$ cat src/rtl/encoder_8_3_if.sv
// Request/grant bundle between a requester-consumer and encoder_8_3.
// The master drives enable, requests and ack; the slave (encoder) returns the grant.
interface encoder_8_3_if;
  logic       E;
  logic [7:0] In;
  logic       ack;
  logic [2:0] Out;
  logic       valid;
  logic [7:0] pending;
  logic       dropped;

  modport master (
    output E,
    output In,
    output ack,
    input  Out,
    input  valid,
    input  pending,
    input  dropped
  );

  modport slave (
    input  E,
    input  In,
    input  ack,
    output Out,
    output valid,
    output pending,
    output dropped
  );
endinterface

$ cat src/rtl/encoder_8_3.sv
// Registered 8-to-3 priority encoder with request capture and valid/ack handshake.
// Define ENC_EDGE_DETECT_EN for rising-edge capture; default build captures levels.
module encoder_8_3 (
  input  logic          clk,
  input  logic          rst_n,
  encoder_8_3_if.slave  bus
);

  typedef enum logic [1:0] {
    IDLE   = 2'd0,
    HOLD   = 2'd1,
    RETIRE = 2'd2
  } state_t;

  state_t     state_r;
  state_t     state_nxt_s;
  logic       issue_s;
  logic       ack_take_s;
  logic [7:0] cap_s;
  logic [7:0] clr_s;
  logic [7:0] pending_r;
  logic [2:0] out_r;
  logic       valid_r;
  logic       dropped_r;

  // Highest set bit wins: later iterations overwrite earlier ones.
  function automatic logic [2:0] prio_idx(input logic [7:0] v);
    logic [2:0] idx;
    idx = 3'd0;
    for (int i = 0; i < 8; i++) begin
      if (v[i]) begin
        idx = 3'(i);
      end
    end
    return idx;
  endfunction

  function automatic logic [7:0] one_hot(input logic [2:0] idx);
    return 8'd1 << idx;
  endfunction

`ifdef ENC_EDGE_DETECT_EN
  logic [7:0] in_d_r;

  always_ff @(posedge clk or negedge rst_n) begin
    if (!rst_n) begin
      in_d_r <= 8'h00;
    end else begin
      in_d_r <= bus.In;
    end
  end
`endif

  always_comb begin
    cap_s = 8'h00;
    if (bus.E) begin
`ifdef ENC_EDGE_DETECT_EN
      cap_s = bus.In & ~in_d_r;
`else
      cap_s = bus.In;
`endif
    end else begin
      cap_s = 8'h00;
    end
  end

  assign ack_take_s = (state_r == HOLD) && bus.ack;
  assign clr_s      = ack_take_s ? one_hot(out_r) : 8'h00;

  always_comb begin
    state_nxt_s = state_r;
    issue_s     = 1'b0;
    case (state_r)
      IDLE: begin
        if (bus.E && (pending_r != 8'h00)) begin
          state_nxt_s = HOLD;
          issue_s     = 1'b1;
        end else begin
          state_nxt_s = IDLE;
        end
      end
      HOLD: begin
        if (bus.ack) begin
          state_nxt_s = RETIRE;
        end else begin
          state_nxt_s = HOLD;
        end
      end
      RETIRE:  state_nxt_s = IDLE;
      default: state_nxt_s = IDLE;
    endcase
  end

  // Set wins over clear, so a re-asserted line survives its own ack.
  always_ff @(posedge clk or negedge rst_n) begin
    if (!rst_n) begin
      state_r   <= IDLE;
      pending_r <= 8'h00;
      out_r     <= 3'd0;
      valid_r   <= 1'b0;
      dropped_r <= 1'b0;
    end else begin
      state_r   <= state_nxt_s;
      pending_r <= (pending_r & ~clr_s) | cap_s;
      dropped_r <= |(cap_s & pending_r & ~clr_s);
      valid_r   <= (state_nxt_s == HOLD);
      if (issue_s) begin
        out_r <= prio_idx(pending_r);
      end
    end
  end

  assign bus.Out     = out_r;
  assign bus.valid   = valid_r;
  assign bus.pending = pending_r;
  assign bus.dropped = dropped_r;

endmodule

$ cat src/flat_wrapper.sv
// flat-port wrapper written by rule: the top's interface ports become plain ports
module encoder_8_3_flat 
  (clk, rst_n, bus_E, bus_In, bus_ack, bus_Out, bus_valid, bus_pending, bus_dropped);
  encoder_8_3_if bus_i ();
  input  logic clk;
  input  logic rst_n;
  input wire logic [$bits(bus_i.E)-1:0] bus_E;
  input wire logic [$bits(bus_i.In)-1:0] bus_In;
  input wire logic [$bits(bus_i.ack)-1:0] bus_ack;
  output wire logic [$bits(bus_i.Out)-1:0] bus_Out;
  output wire logic [$bits(bus_i.valid)-1:0] bus_valid;
  output wire logic [$bits(bus_i.pending)-1:0] bus_pending;
  output wire logic [$bits(bus_i.dropped)-1:0] bus_dropped;
  assign bus_i.E = bus_E;
  assign bus_i.In = bus_In;
  assign bus_i.ack = bus_ack;
  assign bus_Out = bus_i.Out;
  assign bus_valid = bus_i.valid;
  assign bus_pending = bus_i.pending;
  assign bus_dropped = bus_i.dropped;
  encoder_8_3 u_core (.clk(clk), .rst_n(rst_n), .bus(bus_i));
endmodule
$ cat config.mk
export PLATFORM = sky130hd
export DESIGN_NAME = encoder_8_3_flat
export DESIGN_NICKNAME = d
export VERILOG_FILES = /design/src/rtl/encoder_8_3_if.sv /design/src/rtl/encoder_8_3.sv /design/src/flat_wrapper.sv
export SDC_FILE = /design/constraint.sdc
export NUM_CORES = 1
export LEC_CHECK = 0
export ABC_AREA = 0
export BUFFER_PORTS_ARGS = -buffer_cell sky130_fd_sc_hd__clkbuf_2
export CORE_AREA = 2 2 57 59
export DETAILED_ROUTE_END_ITERATION = 8
export DIE_AREA = 0 0 59 61
export PLACE_DENSITY_LB_ADDON = 0.25
export SKIP_CTS_REPAIR_TIMING = 1
export SLEW_MARGIN = 20
export SYNTH_ARGS = -nofsm -noshare
export SYNTH_HDL_FRONTEND = slang
export SYNTH_SLANG_ARGS = --single-unit
export TNS_END_PERCENT = 10
$ cat constraint.sdc
create_clock -name clk -period 1.25 [get_ports clk]
set_input_delay 0.0625 -clock clk [delete_from_list [all_inputs] [get_ports clk]]
set_output_delay 0.0625 -clock clk [all_outputs]
set_load 0.01 [all_outputs]
# Yosys cells after proc, flatten, opt, wreduce, memory -nomap -nowiden
# Index checks and enable logic that the tools add are counted.
dict set report totals {
  wordCells 32
  register_bits 15
  in_bits 12
}
dict set report op_classes {
  shift 1
  n_mux 14
  n_reduce_logical 5
  n_bitwise 5
  eq_ne 2
}
# operator n
set ops {}
lappend ops {{$and 8x8->8} 3}
lappend ops {{$mux 8} 2}
lappend ops {{$mux 3} 4}
lappend ops {{$not 8->8} 1}
lappend ops {{$or 8x8->8} 1}
lappend ops {{$reduce_bool 8->1} 1}
lappend ops {{$reduce_or 8->1} 1}
lappend ops {{$shl 1x3->8 const A} 1}
lappend ops {{$mux 2} 3}
lappend ops {{$eq 2x1->1 const B} 2}
lappend ops {{$mux 1} 4}
lappend ops {{$pmux 2 s2} 1}
lappend ops {{$logic_and 1x1->1} 2}
lappend ops {{$logic_not 2->1} 1}

# Logic depth before layout (Yosys ltp)
dict set report depth {
  ltp_word 7
  depth_mapped 6
  depth_no_buf 5
}

# Least setup slack after synthesis
# Ideal clock, no wire load.
dict set report synth_path {
  path_kind {flip-flop to flip-flop}
  from {register u_core.state_r[1]}
  to {register u_core.dropped_r (netlist: u_core.bus.dropped)}
  path_slack_ps -118
  period_less_slack_ps 1368
  path_buffers 1
  arrival_ps 1229
  stages_incl_launch_ff 6
  cell_sequence {dfrtp_1 > nand2b_1 > buf_6 > or4_4 > nand4_1 > o2111ai_1}
}
dict set report synth_via {
  elab_chain_len 6
}
# element line_no
set synth_lines {}
lappend synth_lines {{start, declared} encoder_8_3.sv:15} ;# state_t state_r;
lappend synth_lines {{start signal, assigned} encoder_8_3.sv:103} ;# state_r <= state_nxt_s;
lappend synth_lines {{$eq 2x1->1} encoder_8_3.sv:67} ;# assign ack_take_s = (state_r == HOLD) && bus.ack;
lappend synth_lines {{$logic_and 1x1->1} encoder_8_3.sv:67}
lappend synth_lines {{$mux 8} encoder_8_3.sv:68} ;# assign clr_s = ack_take_s ? one_hot(out_r) : 8'h00;
lappend synth_lines {{$not 8->8} encoder_8_3.sv:105} ;# dropped_r <= |(cap_s & pending_r & ~clr_s);
lappend synth_lines {{$and 8x8->8} encoder_8_3.sv:105}
lappend synth_lines {{$reduce_or 8->1} encoder_8_3.sv:105}
lappend synth_lines {{end signal, assigned} encoder_8_3.sv:105}
lappend synth_lines {{end, declared} encoder_8_3.sv:24} ;# logic dropped_r;
# Every way passes these cells.
# A chain may end at the register's enable or synchronous reset.

# Final worst setup path
dict set report layout_path {
  from {register u_core.state_r[0]}
  to {register u_core.dropped_r (netlist: u_core.bus.dropped)}
}
# The elaborated chain is that of the path after synthesis.

==> summary.txt <==
Cells and area
  – P&R area growth vs syn: 70.47%
  – Share of cells above drive strength 1: 0.5280
  – Diodes inserted: 0
  – Finished Core Util: 0.4110
  – Total Nets Final: 138

Clock network
  – CTS clk-pin slew, worst paths: 0.10 ns
  – Clock Sinks: 15
  – Skew-Pair Late Insertion Delay: 0.29 ns
  – Clock Path Buffers: 2
  – CTS tree: yes
  – Clock buffer count from CTS: 3
  – H-tree depth: 1
  – Clk root buf: clkbuf_4

Worst setup path
  – Reg2Reg Setup Slack: -0.18 ns
  – Reg2reg start: u_core.state_r[0]
  – CP startpoint: u_core.state_r[0]
  – Critical Path End Type: flop
  – Worst Path Required: 1.41 ns
  – Crit path launch type: flop
  – Crit Path Category: reg2reg
  – WP data arrival: 1.59 ns
  – Crit path max fanout: 7

Hold path
  – HP Start: bus_In[7]
  – Hold Path Class: in2reg

Placement
  – GPL Wtd Cong: 0.7927
  – Port bufs: 24
  – Pre-CTS WS: -0.2057 ns
  – Detailed placement HPWL: 1.617 mm

Run
  – # Max-Cap Violations: 0

Floorplan
  – IO Count: 25
  – Initial Util: 0.2411
  – Die span in x: 59 um
  – Die ar.: 3599 um^2
  – Row cnt: 20
  – Area of the core: 2953 um^2
  – Die Ht: 61 um

Synth
  – Yosys top cell area share: 0.5272
  – Register area share after synthesis: 0.5272
  – Cell Area, Synth: 711.9 um^2
  – Largest cells by area after synthesis: dfrtp_1 (53%), nand2_1 (9.0%), a21oi_1 (3.5%), nor2_1 (3.2%), o21bai_1 (3.2%)
  – Dominant cell type by area after synthesis: dfrtp_1
  – Register bit count reported by yosys: 15
  – YS warnings: 0
  – Syn nets: 87
  – Top FF cell, synth: dfrtp_1
  – Asr flop ratio synth: 1.000
  – Count of cell types in the netlist: 23
  – Post-Synthesis Cells: 75
  – Post-Syn Area per Cell: 9.492 um^2
  – EDFF count, synth: 0

Status
  – Status: finished with violations
  – Failing checks: hold timing, setup timing

Detailed routing
  – Routed via count: 751
  – First-iteration detailed-routing DRC count: 13
  – First drt pass iteration count: 4
  – Post-DRT Antenna Nets: 0
  – Routed WL: 2.268 mm
  – Via/cell ratio: 4.753
  – Avg WL per Cell: 14.35 um
  – DRC viols: 0

Global route
  – Total gr overflow: 0
  – First-pass GRT wire length: 3.567 mm
  – Vias in the first global route: 775
  – Overall Global Routing Usage: 0.1380
  – Antenna violations before repair: 0
  – Largest net degree at the start of global routing: 16

Timing
  – Fin worst setup slack: -0.1766 ns
  – Final Max Slew Viols: 0
  – Worst clock skew: 0.01109 ns
  – RSZ-0062 raised after global routing: yes
  – Final Hold Fails: 1
  – Final setup viols: 5
  – Fmax: 701.0 MHz
  – Slew margin rel.: 0.7312
  – Slew at the pin closest to its max-slew limit: 0.4032 ns
  – Crit path time final: 1.427 ns
  – Final worst-path cycle share: 1.141
  – Hold_ws: -0.008935 ns

Pwr
  – Pwr dens: 1480 nW/um^2
  – Leakage: 0.5868 nW
  – Worst vdd ir: 0.7580 mV
  – Overall Power: 1.796 mW
## metrics by stage
stage          setup TNS [ns]  std cells  area, um^2
2_1_floorplan         -0.1706         75       719.4
5_1_grt               -0.7953        158        1214
3_3_place_gp           -1.026        150        1015
3_5_place_dp          -0.9325        150        1015
6_report              -0.4017        158        1214
4_1_cts                -1.135        154        1041
## worst paths after layout
| check | endpoint | cells after the start |
|---|---|---|
| setup / recovery | u_core.bus.dropped | 4 |
| setup reg to reg | u_core.bus.dropped | 4 |
| hold reg to reg | u_core.bus.Out[2] | 2 |
| hold / removal | u_core.bus.pending[7] | 3 |
| min in group asynchronous | u_core.bus.pending[2] | 2 |
| max in group asynchronous | u_core.bus.Out[1] | 2 |
## where the power goes
group / internal, mW / leakage (nW) / total, mW / switching, mW
clock network: 0.124 / 0.0150 / 0.289 / 0.165
logic: 0.403 / 0.423 / 0.804 / 0.401
registers: 0.579 / 0.149 / 0.703 / 0.123
total: 1.11 / 0.587 / 1.80 / 0.689
## cells in the final DEF (no fill, tap or decap)
| master | instances |
|---|---|
| o22ai_1 | 2 |
| clkbuf_2 | 24 |
| o21bai_1 | 3 |
| nand4bb_4 | 1 |
| or4_4 | 1 |
| nor2_1 | 6 |
| o21ai_2 | 2 |
| clkbuf_4 | 3 |
| buf_6 | 1 |
| a21oi_4 | 1 |
| clkbuf_1 | 1 |
| o2111ai_1 | 1 |
| nand4_1 | 1 |
| nand2_2 | 3 |
| o41ai_4 | 1 |
| nor4_4 | 2 |
| dlygate4sd3_1 | 4 |
| inv_2 | 1 |
| inv_1 | 3 |
| buf_4 | 19 |
| o41ai_1 | 1 |
| a21oi_1 | 4 |
| nor3_1 | 2 |
| dfrtp_1 | 13 |
| dfrtp_2 | 2 |
| o21ai_0 | 2 |
| o41ai_2 | 1 |
| o22a_1 | 1 |
| o31ai_4 | 2 |
| nand2b_4 | 2 |
| a22o_1 | 1 |
| nand2_1 | 14 |
## final cells by class
class | count | area, um^2
clock buffer | 4 | 26.28
multi-input combinational | 54 | 439.2
inverter | 4 | 15.01
sequential | 15 | 377.9
fill | 292 | 1739
tap | 33 | 41.29
timing repair buffer | 48 | 314.1
## logic make-up after synthesis
kind of cell | share of synthesized area
buffers and inverters | 0.04392
AND/OR/NAND/NOR | 0.2109
AO/OA/AOI/OAI | 0.2179
flip-flops | 0.5272
## worst max-delay path, stage by stage, from the launching register on
cell and delay [ns]:
dfrtp_1 0.49, nand2b_4 0.15, or4_4 0.44, nand4_1 0.12
o2111ai_1 0.10
## cells in the mapped netlist (all sizes together) (3+ instances only)
library cell   n
o41ai          3
nor2           6
dfrtp         15
inv            4
o21ai          4
a21oi          5
o21bai         3
nand2         17
## per-layer routing
metal  GRT usage  vias to the layer above  share of wire  routed length [um]
met4     0.07468                        0          0.026                  58
met3     0.02985                        6          0.041                  94
met1      0.1667                      348           0.42                 951
met5           0                        -              0                   0
met2      0.2302                       25           0.51                1164
li1            -                      372              -                   -
## state kept, by name, indices dropped and copies added (netlist names)
signal	count
u_core.bus.Out	3
u_core.state_r	2
u_core.bus.pending	8
u_core.bus.dropped	1
u_core.bus.valid	1
Note: power is estimated with default switching activity, not from simulation.
